===== src/rtl/xor_chain_decoder.sv =====
// Receive-side decoder for the XOR-chained offset code: x = y ^ (prev + OFFSET), re-seeded per frame.
// Define XOR_CHAIN_DEC_CHECK_EN to expect and verify a trailing XOR check byte after every frame.
module xor_chain_decoder #(
    parameter logic [7:0] OFFSET    = 8'h22,
    parameter logic [7:0] SEED      = 8'h03,
    parameter int         FRAME_LEN = 16
) (
    input  logic       clk,
    input  logic       clear_n,
    input  logic       sync_clear,
    input  logic       in_valid,
    output logic       in_ready,
    input  logic [7:0] in_data,
    output logic       out_valid,
    input  logic       out_ready,
    output logic [7:0] out_data,
    output logic       out_last,
    output logic [7:0] byte_count,
    output logic       check_err
);

    localparam logic [7:0] LAST_IDX = 8'(FRAME_LEN - 1);

    logic       r_run;
    logic [7:0] r_prev;
    logic [7:0] r_count;
    logic       r_out_valid;
    logic [7:0] r_out_data;
    logic       r_out_last;

    logic       w_accept;
    logic       w_data_beat;
    logic       w_is_last;
    logic [7:0] w_chain;
    logic [7:0] w_decoded;

    // r_run holds in_ready low until the first edge after reset release
    assign in_ready  = r_run && !sync_clear && (!r_out_valid || out_ready);
    assign w_accept  = in_valid && in_ready;
    assign w_chain   = r_prev + OFFSET;
    assign w_decoded = in_data ^ w_chain;
    assign w_is_last = (r_count == LAST_IDX);

`ifdef XOR_CHAIN_DEC_CHECK_EN
    typedef enum logic {S_DATA, S_CHECK} state_t;

    state_t     r_state;
    logic [7:0] r_frame_xor;
    logic       r_check_err;

    assign w_data_beat = w_accept && (r_state == S_DATA);
    assign check_err   = r_check_err;

    always_ff @(posedge clk or negedge clear_n) begin
        if (!clear_n) begin
            r_state     <= S_DATA;
            r_frame_xor <= 8'h00;
            r_check_err <= 1'b0;
        end else if (sync_clear) begin
            r_state     <= S_DATA;
            r_frame_xor <= 8'h00;
            r_check_err <= 1'b0;
        end else if (w_accept) begin
            if (r_state == S_DATA) begin
                r_frame_xor <= r_frame_xor ^ w_decoded;
                if (w_is_last) begin
                    r_state <= S_CHECK;
                end
            end else begin
                // Raw check byte: compared, never forwarded, and the next frame starts clean
                if (in_data != r_frame_xor) begin
                    r_check_err <= 1'b1;
                end
                r_frame_xor <= 8'h00;
                r_state     <= S_DATA;
            end
        end
    end
`else
    assign w_data_beat = w_accept;
    assign check_err   = 1'b0;
`endif

    always_ff @(posedge clk or negedge clear_n) begin
        if (!clear_n) begin
            r_run       <= 1'b0;
            r_prev      <= SEED;
            r_count     <= 8'h00;
            r_out_valid <= 1'b0;
            r_out_data  <= 8'h00;
            r_out_last  <= 1'b0;
        end else begin
            r_run <= 1'b1;
            if (sync_clear) begin
                r_prev      <= SEED;
                r_count     <= 8'h00;
                r_out_valid <= 1'b0;
                r_out_last  <= 1'b0;
            end else begin
                if (r_out_valid && out_ready) begin
                    r_out_valid <= 1'b0;
                end
                // A new beat overrides the drain above, giving full throughput
                if (w_data_beat) begin
                    r_out_valid <= 1'b1;
                    r_out_data  <= w_decoded;
                    r_out_last  <= w_is_last;
                    if (w_is_last) begin
                        r_prev  <= SEED;
                        r_count <= 8'h00;
                    end else begin
                        r_prev  <= w_decoded;
                        r_count <= r_count + 8'd1;
                    end
                end
            end
        end
    end

    assign out_valid  = r_out_valid;
    assign out_data   = r_out_data;
    assign out_last   = r_out_last;
    assign byte_count = r_count;

endmodule


===== config.mk =====
export PLATFORM = sky130hd
export DESIGN_NAME = xor_chain_decoder
export DESIGN_NICKNAME = d
export VERILOG_FILES = /design/src/rtl/xor_chain_decoder.sv
export SDC_FILE = /design/constraint.sdc
export NUM_CORES = 1
export LEC_CHECK = 0
export CAP_MARGIN = 15
export CORE_AREA = 2 2 54 56
export CTS_CLUSTER_DIAMETER = 60
export CTS_CLUSTER_SIZE = 24
export DETAILED_ROUTE_END_ITERATION = 16
export DIE_AREA = 0 0 56 58
export DONT_BUFFER_PORTS = 1
export PLACE_DENSITY_LB_ADDON = 0.3
export SYNTH_ARGS = -nofsm -noshare
export SYNTH_HDL_FRONTEND = slang
export SYNTH_SLANG_ARGS = --single-unit

===== constraint.sdc =====
create_clock -name clk -period 1.6 [get_ports clk]
set_input_delay 0.32 -clock clk [delete_from_list [all_inputs] [get_ports clk]]
set_output_delay 0.32 -clock clk [all_outputs]
set_load 0.005 [all_outputs]

==> impl_summary.log, run 1 <==
[metrics] clock group share of total power: 0.225
[metrics] Syn Nets: about 160
[metrics] Pint: approximately 0.97 mW
[metrics] leakage power summed over all cells: just over 0.7 nW
[metrics] CTS HTree Levels: 1
[metrics] CP Data Arrival Time: 1.86 ns
[metrics] Final Max Tran Viols: 0
[metrics] # fillers: between 200 and 250
[metrics] final worst slack: -0.0163 ns
[metrics] Routability Congestion: about 0.8
[metrics] largest buffer count on any clock path: 2
[metrics] power density of the placed cells: roughly 810 mW/mm^2
[metrics] violated checks: setup timing
[metrics] area inside the core boundary: ~0.0027 sq mm
[metrics] fraction of power spent switching nets: 0.286
[metrics] Final #Nets: ~180
[metrics] routed length on met1: around 1400 microns
[metrics] fraction of layout cells with a size suffix above 1: 0.270
[metrics] CP max FO: 4
[metrics] Detailed Routing Iterations Pass 1: 4
[metrics] Final Non-Filler Cells: 194
[metrics] Via density: approximately 5.8
[metrics] fin crit share: 1.01
[metrics] Warnings, synthesis: 0
[metrics] via count of the first global-routing pass: ~1200
[metrics] Die W: roughly 56 microns
[metrics] starting utilization of the core area: 0.522
[metrics] DR DRC count: 0
[metrics] met2 wire len: ~1600 microns
[metrics] shortest clock period the worst path allows after layout: 1.62 ns
[metrics] Switch Pwr: ~0.39 mW
[metrics] number of nets with antenna violations after routing: 0
[metrics] highest cell delay on the worst timing path: between 0.5 and 0.6 ns
[metrics] Site Rows: 19
[metrics] highest routing layer actually used: met4
[metrics] remaining global-route overflow: 0
[metrics] routed via count: 1129
[metrics] number of port buffers: 0
[metrics] synthesized area per cell: 9.85 sq um
[metrics] worst reg-to-reg setup slack: -0.02 ns
[metrics] sort of element at the end of the critical path: flip-flop
[metrics] power consumption: about 1.4 mW
[metrics] top post-synthesis cells by area: dfrtp_1 45%, o21ai_0 5.8%, nand2_1 5.4%
[metrics] highest attainable clock frequency: roughly 620 MHz
[metrics] clock tree from TritonCTS: done
[metrics] Clock Pin Slew Worst Setup and Hold Paths: 0.16 ns
[metrics] antenna diode instance count: 0
[metrics] largest net degree at the start of global routing: 28
[metrics] RSZ-0062 raised after global routing: true
[metrics] routed length per placed instance: roughly 16 microns
[metrics] run status: finished with violations
[metrics] worst clock skew on the final layout: about 0.015 ns
[metrics] cell chain of the critical path: ha_4 -> a31oi_2 -> or3_4 -> a41o_2 -> a21o_1
[metrics] global-route usage over all layers: 0.215
[metrics] cell type with the largest total area after synthesis: dfrtp_1
[metrics] setup tns final: -0.0163 ns
[metrics] worst min path class: input port to flip-flop
[metrics] max cap viols: 0
[metrics] primary flip-flop cell chosen by synthesis mapping: dfrtp_1
[metrics] count of placed standard cells including taps: ~190
[metrics] startpoint kind of the worst setup timing path: flip-flop
[metrics] synthesized cell area: 0.00139 sq mm
[metrics] critical path type: flip-flop to flip-flop
[metrics] Netlist cell types: 42
[metrics] count of endpoints failing hold in the final timing report: 0
[metrics] first-pass GRT wire length: ~5500 microns
[metrics] slowest library cell on the worst path: dfstp_2
[metrics] share of Yosys cell area claimed by the top area cell type: 0.450
[metrics] post-synthesis sequential element count: 27
[metrics] worst skew pair latency: about 0.33 ns
[metrics] wire length on met3: between 100 and 150 microns
[metrics] area of the die: 0.00325 sq mm
[metrics] count of final setup violators: 1
[metrics] Num CTS Buffers: 3
[metrics] sink count of the clock tree: 27
[metrics] Post-Syn Instances: 141
[metrics] Post-synth EDFFs: 0
[metrics] half-perimeter wire length after detailed placement: 2320 microns
[metrics] share of power burned in combinational logic: 0.171
[metrics] number of primary I/O pins: 33
[metrics] number of design-rule violations left by the first detailed-router iteration: 17
[metrics] asr flop ratio synth: 1.00
[metrics] smallest hold slack: 0.0226 ns
[metrics] Crit path required time: about 1.9 ns
[metrics] sequential share of power: 0.604
[metrics] maximum resistive drop on vdd: approximately 0.00073 V
[metrics] Total Wirelength: 3180 microns
[metrics] sequential share of the synthesized area: 0.488
[metrics] root buffer selected by CTS: clkbuf_4
[metrics] Die H: 58 microns
[metrics] initial antenna violation count: 0
[metrics] P&R area growth vs syn: 20.3%
-- flip-flops by register name (all words and copies together), names as in the netlist --
register and flops:
byte_count 8, out_data 8, r_prev 8, out_last 1, out_valid 1, r_run 1
-- cell usage in the layout, fill, tap and decap left out, drive strengths merged, types with 2 or more instances in the layout --
cell type | netlist | routed
or3 | 5 | 5
ha | 2 | 2
nand3 | 8 | 8
xnor2 | 8 | 8
a31oi | 3 | 3
or4 | 2 | 2
o21ai | 16 | 16
nor2 | 4 | 4
buf | 4 | 23
nand4 | 3 | 3
dfstp | 2 | 2
xor2 | 4 | 4
conb | 2 | 2
nand2 | 20 | 20
inv | 2 | 2
nand2b | 2 | 2
nor2b | 2 | 2
o31ai | 2 | 2
clkbuf | 2 | 4
a21oi | 6 | 6
a21o | 2 | 2
dfrtp | 25 | 25
a211o | 2 | 2
-- worst max-delay path: cells and delay by family, from the launching register on --
kind,cells,cell delay (ns)
AOI/OAI and AO/OA,3,0.46
adders and majority gates,1,0.14
DFF,1,0.58
and+or+nand+nor,1,0.38
-- cells in the mapped netlist, types with 3 or more instances --
| library cell | n |
|---|---|
| xor2_1 | 4 |
| nand3_1 | 8 |
| nor2_1 | 4 |
| nand4_1 | 3 |
| dfrtp_1 | 25 |
| o21ai_0 | 16 |
| nand2_1 | 20 |
| or3_1 | 5 |
| xnor2_1 | 8 |
| a21oi_1 | 6 |
-- metrics by stage --
| stage | worst slack (ns) | util | cell area [sq um] |
|---|---|---|---|
| floorplan | -0.0684 | - | 1420 |
| CTS | -0.0242 | 0.616 | 1640 |
| finish | -0.0163 | 0.627 | 1670 |
| global placement | -0.0255 | 0.595 | 1580 |
| global route | -0.0804 | 0.627 | 1670 |
| detailed placement | -0.0472 | 0.595 | 1580 |
-- worst paths after layout --
check / startpoint / to / depth (start not counted)
min in group asynchronous: clear_n / out_data[7]$_DFFE_PN0P_ / 2
setup reg to reg: r_prev[1]$_DFFE_PN1P_ / r_prev[7]$_DFFE_PN0P_ / 5
max in group asynchronous: clear_n / r_prev[1]$_DFFE_PN1P_ / 2
hold / removal: sync_clear / byte_count[2]$_DFFE_PN0P_ / 1
hold reg to reg: out_data[5]$_DFFE_PN0P_ / out_data[5]$_DFFE_PN0P_ / 2
setup / recovery: r_prev[1]$_DFFE_PN1P_ / r_prev[7]$_DFFE_PN0P_ / 5
-- layer usage --
| layer | track usage | vias up |
|---|---|---|
| li1 | - | 547 |
| met4 | 0.0918 | 0 |
| met1 | 0.257 | 553 |
| met3 | 0.0290 | 4 |
| met2 | 0.390 | 25 |
| met5 | 0 | - |
-- power by group through the flow --
stage | combinational (mW) | clock [mW] | sequential [mW]
floorplan | 0.157 | 0 | 0.820
global placement | 0.200 | 0 | 0.828
detailed placement | 0.208 | 0 | 0.831
CTS | 0.230 | 0.313 | 0.817
global route | 0.265 | 0.337 | 0.829
finish | 0.231 | 0.305 | 0.818
-- cell type report --
cell class              instances  area [sq um]  share of cell area
multi-input cells             106           724               0.434
repair buffers                 24           195               0.117
well taps                      31          38.8              0.0232
flip-flops and latches         27           678               0.406
inverters                       2          7.51             0.00449
clock buffers                   4          26.3              0.0157
-- timing repair --
action | 4_1_cts | 5_1_grt
endpoints found under the hold margin | 27 | 0
setup endpoints to repair | 5 | 15
hold buffers | 2 | 0
pin swaps | 1 | 0
setup buffers | 0 | 0
resized for setup | 0 | 6
-- cells by family (layout without fill, tap and decap cells) --
| kind of cell | count (synthesis) | in the layout | share of synthesized area |
|---|---|---|---|
| AOI/OAI and AO/OA | 37 | 37 | 0.180 |
| xor gates and xnor gates | 12 | 12 | 0.0757 |
| adders and majority gates | 2 | 2 | 0.0180 |
| buffers and inverters | 8 | 30 | 0.0333 |
| DFF | 27 | 27 | 0.488 |
| other | 2 | 2 | 0.00541 |
| and+or+nand+nor | 53 | 53 | 0.199 |
Note: power is estimated with default switching activity, not from simulation.
==> run 2, diff against run 1 <==
--- a/config.mk
+++ b/config.mk
@@ -5,12 +5,12 @@
 export SDC_FILE = /design/constraint.sdc
 export NUM_CORES = 1
 export LEC_CHECK = 0
-export CAP_MARGIN = 15
-export CORE_AREA = 2 2 54 56
+export ABC_AREA = 1
+export CORE_AREA = 2 2 56 58
 export CTS_CLUSTER_DIAMETER = 60
 export CTS_CLUSTER_SIZE = 24
 export DETAILED_ROUTE_END_ITERATION = 16
-export DIE_AREA = 0 0 56 58
+export DIE_AREA = 0 0 58 60
 export DONT_BUFFER_PORTS = 1
 export PLACE_DENSITY_LB_ADDON = 0.3
 export SYNTH_ARGS = -nofsm -noshare
==> run 2 against run 1 <==
The run now ends clean. Sequential share of layout area grew 1.5 points. Global-route usage shrank 2.2 points. Flip-flop and latch count is the same. Non-clock buffer count shrank 18. Synthesized area grew 9.3%. Critical endpoint unchanged. Clock-buffer cell count is the same. First-iteration DRC count grew to 2.9 times the previous value. Cell count grew 28%. Utilization shrank 7.2 points. Clock power shrank 2%.
==> impl_summary.log, run 2 <==
[metrics] worst skew pair latency: 0.33 ns (about the same)
[metrics] power consumption: 1.27 mW (-6.5%)
[metrics] number of nets with antenna violations after routing: 0 (unchanged)
[metrics] Warnings, synthesis: 0 (unchanged)
[metrics] fin crit share: 0.910 (-0.100)
[metrics] area taken by flip-flops and latches: 678 sq um (unchanged)
[metrics] Routability Congestion: 0.827 (+1.9%)
[metrics] Final #Nets: 232 (+30%)
[metrics] number of primary I/O pins: 33 (unchanged)
[metrics] leakage power summed over all cells: 0.913 nW (+28%)
[metrics] cell area after layout: 0.00161 sq mm (-3.5%)
[metrics] dominant cell by count in the synthesized netlist: nand2_1
[metrics] half-perimeter wire length after detailed placement: 2180 microns (-6.1%)
[metrics] area used by multi-input combinational logic: 687 sq um (-5.2%)
[metrics] Site Rows: 20 (+1)
[metrics] Synth top cells by count: 88 x nand2_1, 27 x inv_1, 25 x dfrtp_1
[metrics] worst min path class: input port to flip-flop
[metrics] RSZ-0062 raised after global routing: false
[metrics] number of port buffers: 0 (unchanged)
[metrics] CP Data Arrival Time: 1.73 ns (-0.13 ns)
[metrics] remaining global-route overflow: 0 (unchanged)
[metrics] area inside the core boundary: 0.00290 sq mm (+9.0%)
[metrics] CTS HTree Levels: 1 (unchanged)
[metrics] run status: finished clean
[metrics] first-pass GRT wire length: 5090 microns (-6.7%)
[metrics] Netlist cell types: 25 (-40%)
[metrics] Total Wirelength: 3030 microns (-4.8%)
[metrics] Die H: 60 microns (+3.4%)
[metrics] max cap viols: 0 (unchanged)
[metrics] clock tree from TritonCTS: done
[metrics] largest buffer count on any clock path: 2 (unchanged)
[metrics] Die W: 58 microns (+3.6%)
[metrics] Clock Pin Slew Worst Setup and Hold Paths: 0.14 ns (-0.02 ns)
[metrics] final worst slack: 0.144 ns (+0.160 ns)
[metrics] Final Max Tran Viols: 0 (unchanged)
[metrics] gate family responsible for the most delay along the worst path: flip-flops
[metrics] synthesized cell area: 0.00152 sq mm (+9.3%)
[metrics] maximum resistive drop on vdd: 0.000537 V (-26%)
[metrics] highest cell delay on the worst timing path: 0.61 ns (+0.03 ns)
[metrics] core occupancy in the finished layout: 0.555 (-0.0722)
[metrics] sequential share of the synthesized area: 0.447 (-0.0415)
[metrics] sort of element at the end of the critical path: flip-flop
[metrics] post-synthesis sequential element count: 27 (unchanged)
[metrics] cell type with the largest total area after synthesis: dfrtp_1
[metrics] Detailed Routing Iterations Pass 1: 5 (+1)
[metrics] via count of the first global-routing pass: 1168 (-5.0%)
[metrics] antenna diode instance count: 0 (unchanged)
[metrics] synthesized area per cell: 7.19 sq um (-27%)
[metrics] cell chain of the critical path: ha_2 -> nand3_1 -> nand2_1 -> nand2_1 -> nand2_1 -> nand4_1 -> nand2_1
[metrics] worst clock skew on the final layout: 0.00428 ns (-0.0109 ns)
[metrics] startpoint kind of the worst setup timing path: flip-flop
[metrics] total placed instance area: 0.00155 sq mm (-2.0%)
[metrics] highest attainable clock frequency: 687 MHz (+11%)
[metrics] leading cell type in the layout, fill and taps excluded: nand2_1
[metrics] share of Yosys cell area claimed by the top area cell type: 0.412 (-0.0382)
[metrics] P&R area growth vs syn: 6.18%
[metrics] critical path type: flip-flop to flip-flop
[metrics] routed length per placed instance: 12.2 microns (-26%)
[metrics] Post-Syn Instances: 211 (+50%)
[metrics] slowest library cell on the worst path: dfstp_2
[metrics] area of the die: 0.00348 sq mm (+7.1%)
[metrics] # fillers: 286 (+22%)
[metrics] routed via count: 1266 (+12%)
[metrics] setup tns final: 0 ns (+0.0163 ns)
[metrics] cell type with the highest occurrence count on the critical path: nand2_1
[metrics] primary flip-flop cell chosen by synthesis mapping: dfrtp_1
[metrics] global-route usage over all layers: 0.193 (-0.0219)
[metrics] power density of the placed cells: 785 mW/mm^2 (-3.1%)
[metrics] asr flop ratio synth: 1.00 (unchanged)
[metrics] starting utilization of the core area: 0.523 (+0.00123)
[metrics] shortest clock period the worst path allows after layout: 1.46 ns (-0.160 ns)
[metrics] commonest cells after routing, fill and taps aside: 88 x nand2_1, 27 x inv_1, 25 x dfrtp_1
[metrics] initial antenna violation count: 0 (unchanged)
[metrics] DR DRC count: 0 (unchanged)
[metrics] Syn Nets: 226 (+45%)
[metrics] Post-synth EDFFs: 0 (unchanged)
[metrics] Crit path required time: 1.88 ns (+0.03 ns)
[metrics] top post-synthesis cells by area: dfrtp_1 41%, nand2_1 22%, nand3_1 7.6%
[metrics] largest net degree at the start of global routing: 28 (unchanged)
[metrics] root buffer selected by CTS: clkbuf_4
[metrics] sink count of the clock tree: 27 (unchanged)
[metrics] DP Worst Slack: 0.152 ns (+0.199 ns)
[metrics] Num CTS Buffers: 3 (unchanged)
[metrics] fraction of layout cells with a size suffix above 1: 0.0880 (-0.182)
[metrics] count of endpoints failing hold in the final timing report: 0 (unchanged)
[metrics] Buf/Inv on CP: 0 (unchanged)
[metrics] count of final setup violators: 0 (-1)
[metrics] Via density: 5.08 (-13%)
[metrics] CP max FO: 5 (+1)
[metrics] number of design-rule violations left by the first detailed-router iteration: 50 (+33)
-- run 2: area by class of cell --
class / count / area share
Clock buffer: 4 / 0.0163
Tap cell: 33 / 0.0256
Inverter: 31 / 0.0738
Multi-Input combinational cell: 148 / 0.426
Sequential cell: 27 / 0.421
Timing Repair Buffer: 6 / 0.0373
-- run 2: metrics by stage --
stage,hold WS (ns),instances
after CTS,0.0713,249
final,0.0746,249
after floorplan,0.0244,211
after global routing,0.0581,249
after global placement,0.0252,243
after detailed placement,0.0253,243
-- run 2: final timing paths --
kind	start	depth (start not counted)	slack, ns	endpoint
max	r_prev[1]$_DFFE_PN1P_	7	0.14	r_prev[7]$_DFFE_PN0P_
max reg2reg	r_prev[1]$_DFFE_PN1P_	7	0.14	r_prev[7]$_DFFE_PN0P_
min	sync_clear	1	0.07	out_valid$_DFFE_PN0P_
min in group asynchronous	clear_n	2	0.40	out_data[7]$_DFFE_PN0P_
min reg2reg	out_data[5]$_DFFE_PN0P_	2	0.52	out_data[5]$_DFFE_PN0P_
max in group asynchronous	clear_n	2	0.97	r_prev[1]$_DFFE_PN1P_
-- run 2: kinds of logic (layout without fill, tap and decap cells) --
logic type               Yosys count  after routing  share of synthesized area
AND/OR/NAND/NOR                  131            131                      0.374
other                              2              2                    0.00495
AO/OA/AOI/OAI                      8              8                     0.0264
adder cells (fa/ha/maj)            2              2                     0.0165
flip-flops                        27             27                      0.447
XOR/XNOR                           5              5                     0.0289
buffers and inverters             36             41                      0.102
-- run 2: metal layers --
metal	routed length, microns	up-vias	part of all wire	track usage
met5	0	-	0	0
met4	30	0	0.0099	0.0731
met3	137	4	0.045	0.0390
met2	1420	26	0.47	0.312
met1	1440	573	0.47	0.257
li1	-	663	-	-
-- run 2: power by group --
group	internal [mW]	switching, mW	leakage, nW	total [mW]
Clock	0.0978	0.202	0.0150	0.299
Combinational	0.0671	0.107	0.546	0.174
Sequential	0.745	0.0475	0.353	0.792
-- run 2: repair_timing --
| item | CTS | global route |
|---|---|---|
| hold buffers | 2 | 0 |
| endpoints found under the hold margin | 27 | 0 |
| endpoints found under the setup margin | 0 | 3 |
| gates resized for setup | 0 | 1 |
| buffers inserted | 0 | 0 |
